`src/rtl/regfile_dump_if.sv`:
```
// regfile_dump_if: byte stream valid/ready bus from the dump engine to the debug serializer
interface regfile_dump_if;
  logic [7:0] out_data;
  logic       out_valid;
  logic       out_ready;
  modport master(output out_data, out_valid, input out_ready);
  modport slave(input out_data, out_valid, output out_ready);
endinterface

```
`src/rtl/regfile_dump.sv`:
```
// regfile_dump: walks the register file through one async read port and streams each entry as header + LSB-first bytes
module regfile_dump #(
  parameter int DATA_W = 32,
  parameter int ADDR_W = 4,
  parameter int FIRST_REG = 0,
  parameter int LAST_REG = 15,
  parameter logic [3:0] HDR_TAG = 4'hA
) (
  input  logic              clk,
  input  logic              rst,
  input  logic              start,
  input  logic              abort,
  output logic [ADDR_W-1:0] rd_addr,
  input  logic [DATA_W-1:0] rd_data,
  output logic              busy,
  output logic              done,
  regfile_dump_if.master    o
);
  localparam int NB = DATA_W / 8;
  localparam int BW = NB > 1 ? $clog2(NB) : 1;
  localparam logic [ADDR_W-1:0] FIRST = FIRST_REG[ADDR_W-1:0];
  localparam logic [ADDR_W-1:0] LAST = LAST_REG[ADDR_W-1:0];
  localparam logic [BW-1:0] BLAST = BW'(NB - 1);
  typedef enum logic [2:0] {IDLE, LOAD, HDR, BYTE, DONE} state_t;
  state_t state;
  logic [ADDR_W-1:0] idx;
  logic [BW-1:0] bcnt;
  logic [DATA_W-1:0] word;
  logic hs;
  assign hs = o.out_valid & o.out_ready;
  // word is shifted down as bytes go out, so word[7:0] is always the next byte
  always_ff @(posedge clk) begin
    if (rst || abort) begin
      state <= IDLE;
      idx <= '0;
      bcnt <= '0;
      word <= '0;
      rd_addr <= '0;
      o.out_data <= '0;
      o.out_valid <= 1'b0;
      busy <= 1'b0;
      done <= 1'b0;
    end else begin
      case (state)
        IDLE: if (start) begin
          idx <= FIRST;
          rd_addr <= FIRST;
          busy <= 1'b1;
          state <= LOAD;
        end
        LOAD: begin
          word <= rd_data;
          o.out_valid <= 1'b1;
          o.out_data <= {HDR_TAG, 4'(idx)};
          state <= HDR;
        end
        HDR: if (hs) begin
          bcnt <= '0;
          o.out_data <= word[7:0];
          word <= word >> 8;
          state <= BYTE;
        end
        BYTE: if (hs) begin
          if (bcnt != BLAST) begin
            bcnt <= bcnt + 1'b1;
            o.out_data <= word[7:0];
            word <= word >> 8;
          end else begin
            o.out_valid <= 1'b0;
            o.out_data <= '0;
            idx <= idx + 1'b1;
            rd_addr <= idx == LAST ? '0 : idx + 1'b1;
            done <= idx == LAST;
            state <= idx == LAST ? DONE : LOAD;
          end
        end
        DONE: begin
          done <= 1'b0;
          busy <= 1'b0;
          state <= IDLE;
        end
        default: state <= IDLE;
      endcase
    end
  end
endmodule

```
`src/flat_wrapper.sv`:
```
// flat-port wrapper written by rule: the top's interface ports become plain ports
module regfile_dump_flat 
#(
  parameter int DATA_W = 32,
  parameter int ADDR_W = 4,
  parameter int FIRST_REG = 0,
  parameter int LAST_REG = 15,
  parameter logic [3:0] HDR_TAG = 4'hA
)
  (clk, rst, start, abort, rd_addr, rd_data, busy, done, o_out_data, o_out_valid, o_out_ready);
  regfile_dump_if o_i ();
  input  logic clk;
  input  logic rst;
  input  logic start;
  input  logic abort;
  output logic [ADDR_W-1:0] rd_addr;
  input  logic [DATA_W-1:0] rd_data;
  output logic busy;
  output logic done;
  output wire logic [$bits(o_i.out_data)-1:0] o_out_data;
  output wire logic [$bits(o_i.out_valid)-1:0] o_out_valid;
  input wire logic [$bits(o_i.out_ready)-1:0] o_out_ready;
  assign o_out_data = o_i.out_data;
  assign o_out_valid = o_i.out_valid;
  assign o_i.out_ready = o_out_ready;
  regfile_dump #(.DATA_W(DATA_W), .ADDR_W(ADDR_W), .FIRST_REG(FIRST_REG), .LAST_REG(LAST_REG), .HDR_TAG(HDR_TAG)) u_core (.clk(clk), .rst(rst), .start(start), .abort(abort), .rd_addr(rd_addr), .rd_data(rd_data), .busy(busy), .done(done), .o(o_i));
endmodule
```
`config.mk`:
```
export PLATFORM = sky130hd
export DESIGN_NAME = regfile_dump_flat
export DESIGN_NICKNAME = d
export VERILOG_FILES = /design/src/rtl/regfile_dump_if.sv /design/src/rtl/regfile_dump.sv /design/src/flat_wrapper.sv
export SDC_FILE = /design/constraint.sdc
export NUM_CORES = 1
export LEC_CHECK = 0
export CAP_MARGIN = 20
export CELL_PAD_IN_SITES_DETAIL_PLACEMENT = 0
export CELL_PAD_IN_SITES_GLOBAL_PLACEMENT = 1
export CORE_MARGIN = 2
export CORE_UTILIZATION = 38
export CTS_CLUSTER_DIAMETER = 200
export DETAILED_ROUTE_END_ITERATION = 7
export PLACE_DENSITY_LB_ADDON = 0.1
export SYNTH_ARGS = -nofsm -noshare
export SYNTH_HDL_FRONTEND = slang
export SYNTH_SLANG_ARGS = --single-unit
```
`constraint.sdc`:
```
create_clock -name clk -period 2.1 [get_ports clk]
set_clock_uncertainty 0.15 [all_clocks]
set_input_delay 0.315 -clock clk [delete_from_list [all_inputs] [get_ports clk]]
set_output_delay 0.315 -clock clk [all_outputs]
set_load 0.005 [all_outputs]
```
* Yosys cells after proc, flatten, opt, wreduce, memory -nomap -nowiden
Cells that the tools add are included.
** Operators by class
- Add/sub/neg operators :: 2
- Eq/ne operators :: 11
- Multiplexer cells :: 34
- Bitwise operators :: 1
- Reductions and logical operators :: 16
** Operator list (count)
- two-way mux 32 bit :: 3
- one-hot mux 32 bit (3 select lines) :: 1
- two-way mux 4 bit :: 6
- two-way mux 8 bit :: 3
- one-hot mux 8 bit (3 select lines) :: 1
- one-hot mux 4 bit (2 select lines) :: 2
- AND reduction 4 bit :: 4
- two-way mux 3 bit :: 5
- one-hot mux 3 bit (4 select lines) :: 1
- nonzero test 2 bit :: 5
- AND reduction 3 bit :: 3
- == test 3 x 2 -> 1 bit, second input constant :: 2
- two-way mux 2 bit :: 3
- inequality test 2 x 1 -> 1 bit, second input constant :: 3
- inequality test 2 bit, second input constant :: 3
- one-hot mux 1 bit (2 select lines) :: 3
- two-way mux 1 bit :: 5
- adder 4 x 1 -> 4 bit, second input constant :: 1
- == test 4 bit, second input constant :: 1
- one-hot mux 2 bit (2 select lines) :: 1
- == test 3 x 1 -> 1 bit, second input constant :: 1
- == test 3 bit, second input constant :: 1
- zero test 3 bit :: 1
- nonzero test 3 bit :: 1
- other kinds (4) :: 4
** Storage, ports and cells
- Bits in registers :: 56
- Input port bits :: 37
- Output and inout port bits :: 15
- Word-level logic and storage cells :: 73

* Longest topological paths before layout
Gate-level depths: netlist of run 1.
- Depth after elaboration :: 5
- Gate-level depth with buffers :: 7
- Depth with buffers taken out :: 5

* Least setup slack after synthesis of run 1
OpenSTA, ideal clock, no wires.
- Kind :: reg-to-reg
- From :: register u_core.bcnt[0]
- To :: register u_core.rd_addr[0]
- Setup time :: 0.070 ns
- Arrival time :: 1.590 ns
- Required time :: 1.880 ns
- Path slack :: 0.289 ns
- Stages on the path, launching flop included :: 7
- Buffers on the path :: 1
- Clock period less this slack :: 1.811 ns
- Path through :: dfxtp_1 > ha_1 > nand3_2 > o2bb2a_4 > buf_6 > or4_1 > a21oi_1
** On the way
- Cells in the longest elaborated chain, start to end :: 3
** Ends and longest elaborated chain
- start: declaration :: RTL line regfile_dump.sv:27 : logic [BW-1:0] bcnt;
- start signal: assignment :: RTL line regfile_dump.sv:65 : bcnt <= bcnt + 1'b1;
- inequality test 2 bit :: RTL line regfile_dump.sv:64 : if (bcnt != BLAST) begin
- inequality test 2 bit (no line)
- AND reduction 4 bit (no line)
- end signal: assignment :: RTL line regfile_dump.sv:72 : rd_addr <= idx == LAST ? '0 : idx + 1'b1;
- end: declaration :: RTL line regfile_dump.sv:13 : output logic [ADDR_W-1:0] rd_addr,
No other way between the ends.
A chain may end at the register's enable or synchronous reset.

* Worst setup path after layout of run 1
- From :: register u_core.state[0]
- To :: register u_core.word[24]
** On the way
- Cells in the longest elaborated chain, start to end :: 3
- Elaborated cells between the ends (all ways) :: 9
- Those cells by class :: eq/ne (6); mux (1); reduce/logical (2)
** Ends and longest elaborated chain
- start: declaration :: RTL line regfile_dump.sv:25 : state_t state;
- start signal: assignment :: RTL line regfile_dump.sv:74 : state <= idx == LAST ? DONE : LOAD;
- == test 3 x 2 -> 1 bit / == test 3 x 1 -> 1 bit (equally long branches) :: RTL line regfile_dump.sv:44 : case (state)
- inequality test 2 x 1 -> 1 bit (no line) / nonzero test 3 bit (equally long branches)
- AND reduction 4 bit (no line)
- end signal: assignment :: RTL line regfile_dump.sv:52 : word <= rd_data;
- end signal: assignment :: RTL line regfile_dump.sv:60 : word <= word >> 8;
- end signal: assignment :: RTL line regfile_dump.sv:67 : word <= word >> 8;
- end: declaration :: RTL line regfile_dump.sv:28 : logic [DATA_W-1:0] word;
Several ways; a longest one is shown, not always the timed one.

==> results of run 1 <==
==> worst paths after layout <==
kind	to	from	slack, ns	depth (start not counted)
max reg2reg	u_core.word[24]	u_core.state[0]	0.24	4
max	u_core.word[24]	u_core.state[0]	0.24	4
min reg2reg	u_core.o.out_data[6]	u_core.o.out_data[6]	0.31	2
min	u_core.o.out_data[6]	u_core.o.out_data[6]	0.31	2
==> power breakdown <==
group	leakage, nW	total, W	switching (W)	internal (W)
Clock	0.0434	0.000631	0.000363	0.000268
Sequential	0.453	0.00111	0.0000193	0.00109
Combinational	0.761	0.000287	0.000132	0.000155
==> routing by layer <==
metal / GRT usage (%) / up-vias
li1: - / 1102
met1: 24.4 / 954
met2: 23.7 / 42
met3: 3.50 / 4
met4: 4.76 / 0
met5: 0 / -
==> stage by stage <==
step | cell area [um^2] | setup WS [ns]
6_report | 3240 | 0.238
5_1_grt | 3240 | 0.119
4_1_cts | 3240 | 0.215
3_5_place_dp | 3140 | -0.0444
3_3_place_gp | 3140 | 0.00990
2_1_floorplan | 2500 | 0.289
==> final cells by class <==
class | count | area, um^2 | share of cell area [%]
Multi-Input combinational cell | 187 | 1260 | 38.9
Sequential cell | 56 | 1120 | 34.6
Timing Repair Buffer | 67 | 656 | 20.3
Tap cell | 77 | 96.3 | 2.98
Clock buffer | 6 | 82.6 | 2.55
Clock inverter | 2 | 15.0 | 0.464
Inverter | 2 | 7.51 | 0.232
==> flip-flops by register name, summed over array words and instances (netlist names) <==
name                flops
u_core.bcnt             2
u_core.busy             1
u_core.done             1
u_core.idx              4
u_core.o.out_data       8
u_core.o.out_valid      1
u_core.rd_addr          4
u_core.state            3
u_core.word            32
==> placed cells by master (no fill, tap or decap), types with 5 or more instances in the layout <==
master / n
a211oi_1: 25
a21oi_1: 42
a22o_1: 8
buf_4: 14
clkbuf_8: 6
clkdlybuf4s50_1: 51
dfxtp_1: 56
mux2i_1: 26
nand2_1: 10
nand3_1: 5
nor2_1: 14
o21ai_0: 12
==> worst max-delay path, delay by kind of cell, from the launching register on <==
family / cells / cell delay (ns)
flops: 1 / 0.53
compound gates: 3 / 0.88
simple gates: 1 / 0.26
==> logic make-up (layout without fill, tap and decap cells) <==
| group | after synthesis | in the layout | synth area share, % |
|---|---|---|---|
| buffers and inverters | 23 | 77 | 4.96 |
| XOR/XNOR | 2 | 2 | 0.701 |
| AO/OA/AOI/OAI | 98 | 98 | 25.5 |
| flip-flops | 56 | 56 | 44.8 |
| AND/OR/NAND/NOR | 59 | 59 | 12.6 |
| adder cells (fa/ha/maj) | 2 | 2 | 1.00 |
| multiplexers | 26 | 26 | 10.4 |
==> metrics.md, run 1 <==
| Metric | Value |
|---|---|
| Top cell type's share of synthesized area | 44.8% |
| RePlAce Congestion | roughly 0.75 |
| Hold Buf Count CTS | 0 |
| Synthesis-to-finish area growth | 29.4% |
| DIE HEIGHT | 85.1 um |
| Status | finished, final reports clean |
| Slowest cell delay on critical path | 0.55 ns |
| DIE WIDTH | 85.1 um |
| PortBufs | 51 |
| Hold Slack | 0.305 ns |
| Vias in the first global route | 1900 |
| Nets | 358 |
| Largest net degree at the start of global routing | 48 |
| CTS Buf Count | 5 |
| H-tree depth | 2 |
| Yosys top cell by area | dfxtp_1 |
| Top-count cell post-synth | dfxtp_1 |
| DP HPWL | between 4 and 5 mm |
| CP Capture Type | flip-flop |
| CP Data Arrival Time | 1.97 ns |
| Final setup TNS | 0 ns |
| Min Clock Period, post-route | around 1.9 ns |
| Post-Syn Instances | ~270 |
| Max Root-Sink Buffers | 2 |
| IO Pins | 52 |
| Total Power | 0.00203 W |
| Pwr/cell area | 627 mW/mm^2 |
| Critical Path, Cell by Cell | and2_2 -> o21ai_4 -> a21oi_1 -> a22o_1 |
| Mean Syn Cell Area | 9.40 um^2 |
| DR vias | 2102 |
| Routed wl met3 | 229 um |
| Leak Pwr | 1.26 nW |
| Fillers | 614 |
| Clk Latency, worst-skew pair | 0.31 ns |
| Syn Nets | 305 |
| Util after Layout | ~50% |
| Per-cell routed wire length | 14.6 um |
| Top_reg_cell synth | dfxtp_1 |
| Yosys reg bits | 56 |
| Residual DRC | 0 |
| M1 wire length | roughly 3.0 mm |
| RSZ-0062 raised after global routing | false |
| Min-Delay Path Class | flip-flop to flip-flop |
| Post-synthesis cell area | 0.00250 mm^2 |
| Initial antenna violation count | 0 |
| Top layer in use | met4 |
| Clock slew at reported path FFs | roughly 0.11 ns |
| ANT cells | 0 |
| Fmax | around 0.54 GHz |
| Sequential fraction of the synthesis area | ~45% |
| Critical path peak fanout | 12 |
| Root Driver | clkbuf_8 |
| Fin crit share | 88.7% |
| Number of placed instances, taps included | 389 |
| Fin cells | 397 |
| Global-route wire length before repair | approximately 9.5 mm |
| Clock Sinks | 56 |
| Final slew viol count | 0 |
| DRT antenna net count | 0 |
| Final setup violation count | 0 |
| Drt total wl | a little under 6 mm |
| Ys Warns | 0 |
| Number of synthesized flops with an enable pin | 0 |
| Netlist cell types | 39 |
| Max transition margin | 55.5% |
| Detailed Route Iter0 Violations | approximately 100 |
| Total congestion overflow | 0 |
| Post-CTS resize count | 0 |
| CP max stage cell | a21oi_1 |
| Setup CP Type | flip-flop to flip-flop |
| Layout cells sized above 1 | 10.0% |
| Worst-Margin Slew | between 0.6 and 0.7 ns |
| Site Rows | 29 |
| CP startpoint kind | flip-flop |
| Post-CTS setup buffers | 0 |
| Starting Density | 39.4% |
| GR Util All Layers | roughly 16% |
| Max-cap violation count | 0 |
| Final hold violations | 0 |
| CTS tree | built |
| Largest cells by area after synthesis | dfxtp_1, mux2i_1, a21oi_1, a211oi_1, a22o_1 |
| Core Area | 0.00635 mm^2 |
| Met2 WL post-DR | 2.50 mm |
| Asr flop ratio synth | 0% |
| Max VDD drop | 0.305 mV |
| Worst Path Required | 2.21 ns |
| Commonest cells in the synthesized netlist | dfxtp_1, a21oi_1, mux2i_1, a211oi_1, nor2_1 |
| DIE AREA | 0.00724 mm^2 |
| Vias per cell | roughly 5.3 |
| Drt first pass iters | 4 |
Power figures use the tool's default switching activity.
==> inputs of run 2 (changes only) <==
Settings changed: SETUP_SLACK_MARGIN from default to 0.02.
==> results of run 2 <==
The final DEF is identical to that of run 1; final timing and power are the same.
==> inputs of run 3 (changes only) <==
Settings changed: CELL_PAD_IN_SITES_DETAIL_PLACEMENT 0 to 1, CELL_PAD_IN_SITES_GLOBAL_PLACEMENT 1 to 2, CORE_UTILIZATION 38 to 31.
==> metrics.md, run 3 (synthesized netlist as in run 1, its figures left out) <==
| Metric | Value |
|---|---|
| Clk Latency, worst-skew pair | 0.31 ns (about the same) |
| Min-Delay Path Class | flip-flop to flip-flop (unchanged) |
| Max-cap violation count | 0 (unchanged) |
| DIE AREA | 0.00880 mm^2 (was 0.00724 mm^2) |
| Site Rows | 32 (was 29) |
| Most frequent cells in the layout | dfxtp_1, clkdlybuf4s50_1, a21oi_1, mux2i_1, a211oi_1 (unchanged) |
| Fmax | 0.536 GHz (was 0.537 GHz) |
| Nets | 356 (was 358) |
| Core Area | 0.00777 mm^2 (was 0.00635 mm^2) |
| Post-CTS setup buffers | 0 (unchanged) |
| IO Pins | 52 (unchanged) |
| DR vias | 2149 (was 2102) |
| DP HPWL | 4.77 mm (was 4.03 mm) |
| Max Root-Sink Buffers | 2 (unchanged) |
| Max VDD drop | 0.332 mV (was 0.305 mV) |
| Pwr/cell area | 618 mW/mm^2 (was 627 mW/mm^2) |
| Worst-Margin Slew | 0.617 ns (was 0.668 ns) |
| CTS tree | built (unchanged) |
| DRT antenna net count | 0 (unchanged) |
| CP Data Arrival Time | 1.95 ns (was 1.97 ns) |
| DIE HEIGHT | 93.8 um (was 85.1 um) |
| Final instance area | 0.00325 mm^2 (was 0.00324 mm^2) |
| Reg-to-reg critical path startpoint | u_core.bcnt[0] (was u_core.state[0]) |
| Largest net degree at the start of global routing | 28 (was 48) |
| Register-to-Register Path Depth | 5 (was 4) |
| Fin crit share | 88.8% (was 88.7%) |
| Commonest non-fill, non-tap cell in the layout | dfxtp_1 (unchanged) |
| Setup CP Type | flip-flop to flip-flop (unchanged) |
| GR Util All Layers | 15.4% (was 16.3%) |
| Per-cell routed wire length | 15.7 um (was 14.6 um) |
| H-tree depth | 2 (unchanged) |
| Leak Pwr | 1.25 nW (was 1.26 nW) |
| Detailed Route Iter0 Violations | 55 (was 101) |
| Final slew viol count | 0 (unchanged) |
| Hold Buf Count CTS | 0 (unchanged) |
| DIE WIDTH | 93.8 um (was 85.1 um) |
| Clock slew at reported path FFs | 0.10 ns (was 0.11 ns) |
| Worst reg2reg endpoint | u_core.rd_addr[3] (was u_core.word[24]) |
| Vias per cell | 5.12 (was 5.29) |
| CTS Buf Count | 5 (unchanged) |
| Final setup violation count | 0 (unchanged) |
| Max transition margin | 58.9% (was 55.5%) |
| RSZ-0062 raised after global routing | false (unchanged) |
| Drt first pass iters | 4 (unchanged) |
| Final hold violations | 0 (unchanged) |
| Root Driver | clkbuf_8 (unchanged) |
| Critical Path End | u_core.rd_addr[3] (was u_core.word[24]) |
| Min Clock Period, post-route | 1.87 ns (was 1.86 ns) |
| Initial antenna violation count | 0 (unchanged) |
| Clock Sinks | 56 (unchanged) |
| RePlAce Congestion | 0.737 (was 0.748) |
| Synthesis-to-finish area growth | 29.8% (was 29.4%) |
| Critical path peak fanout | 8 (was 12) |
| Largest registers | u_core.word: 32 flops, u_core.o.out_data: 8 flops (unchanged) |
| ANT cells | 0 (unchanged) |
| Top reg by flops | u_core.word (unchanged) |
| CP startpoint | u_core.bcnt[0] (was u_core.state[0]) |
| PortBufs | 51 (unchanged) |
| Status | finished, final reports clean (unchanged) |
| Layout cells sized above 1 | 9.43% (was 10.0%) |
| Dpl cell area | 0.00315 mm^2 (was 0.00314 mm^2) |
| Global-route wire length before repair | 10.7 mm (was 9.52 mm) |
| Util after Layout | 41.8% (was 51.0%) |
| CP startpoint kind | flip-flop (unchanged) |
| Max reg flops | 32 (unchanged) |
| Starting Density | 32.2% (was 39.4%) |
| Worst R2R Setup Slack | 0.23 ns (was 0.24 ns) |
| CP Capture Type | flip-flop (unchanged) |
| Worst Path Required | 2.18 ns (was 2.21 ns) |
| Residual DRC | 0 (unchanged) |
| Post-CTS resize count | 0 (unchanged) |
| Vias in the first global route | 2126 (was 1900) |
| Drt total wl | 6.60 mm (was 5.80 mm) |
| Total congestion overflow | 0 (unchanged) |
[run 3: critical path, stage by stage, from the launching register on]
cell and delay (ns):
dfxtp_1 0.37, ha_1 0.22, nand3_2 0.10, o2bb2a_4 0.26, or4_1 0.52, o21ai_0 0.17
[run 3: layout make-up]
| class | count | area [um^2] |
|---|---|---|
| clock buffer | 5 | 68.8 |
| sequential | 56 | 1120 |
| tap | 102 | 128 |
| multi-input combinational | 187 | 1260 |
| clock inverter | 3 | 22.5 |
| fill | 905 | 4520 |
| inverter | 2 | 7.51 |
| timing repair buffer | 65 | 641 |
[run 3: report_power, final]
group          internal (W)  switching (W)
Clock              0.000240       0.000363
Combinational      0.000153       0.000138
Sequential          0.00109      0.0000207
[run 3: through the flow]
| stage | hold WS [ns] | worst slack (ns) | total power [W] | TNS, ns | instances |
|---|---|---|---|---|---|
| after CTS | 0.318 | 0.236 | 0.00204 | 0 | 420 |
| after detailed placement | 0.304 | -0.0336 | 0.00143 | -0.0336 | 412 |
| after global routing | 0.334 | 0.117 | 0.00211 | 0 | 420 |
| final | 0.312 | 0.235 | 0.00201 | 0 | 420 |
| after floorplan | 0.291 | 0.289 | 0.00129 | 0 | 266 |
| after global placement | 0.287 | -0.0121 | 0.00143 | -0.0121 | 412 |
[run 3: how the worst min path moves through the flow]
| stage | from | slack (ns) | endpoint | cells after the start |
|---|---|---|---|---|
| detailed placement | u_core.o.out_data[4] | 0.30 | u_core.o.out_data[4] | 2 |
| finish | u_core.o.out_data[4] | 0.31 | u_core.o.out_data[4] | 2 |
| global route | u_core.o.out_data[4] | 0.33 | u_core.o.out_data[4] | 2 |
| CTS | u_core.o.out_data[4] | 0.32 | u_core.o.out_data[4] | 2 |
| floorplan | rd_data[24] | 0.29 | u_core.word[24] | 1 |
| global placement | u_core.o.out_data[4] | 0.29 | u_core.o.out_data[4] | 2 |
[run 3: layer usage]
metal,vias to the layer above,routed length [um],GRT usage (%)
met5,-,0,0
met4,0,38,3.26
met3,2,192,3.13
li1,1097,-,-
met1,1014,3400,22.6
met2,36,2960,23.2
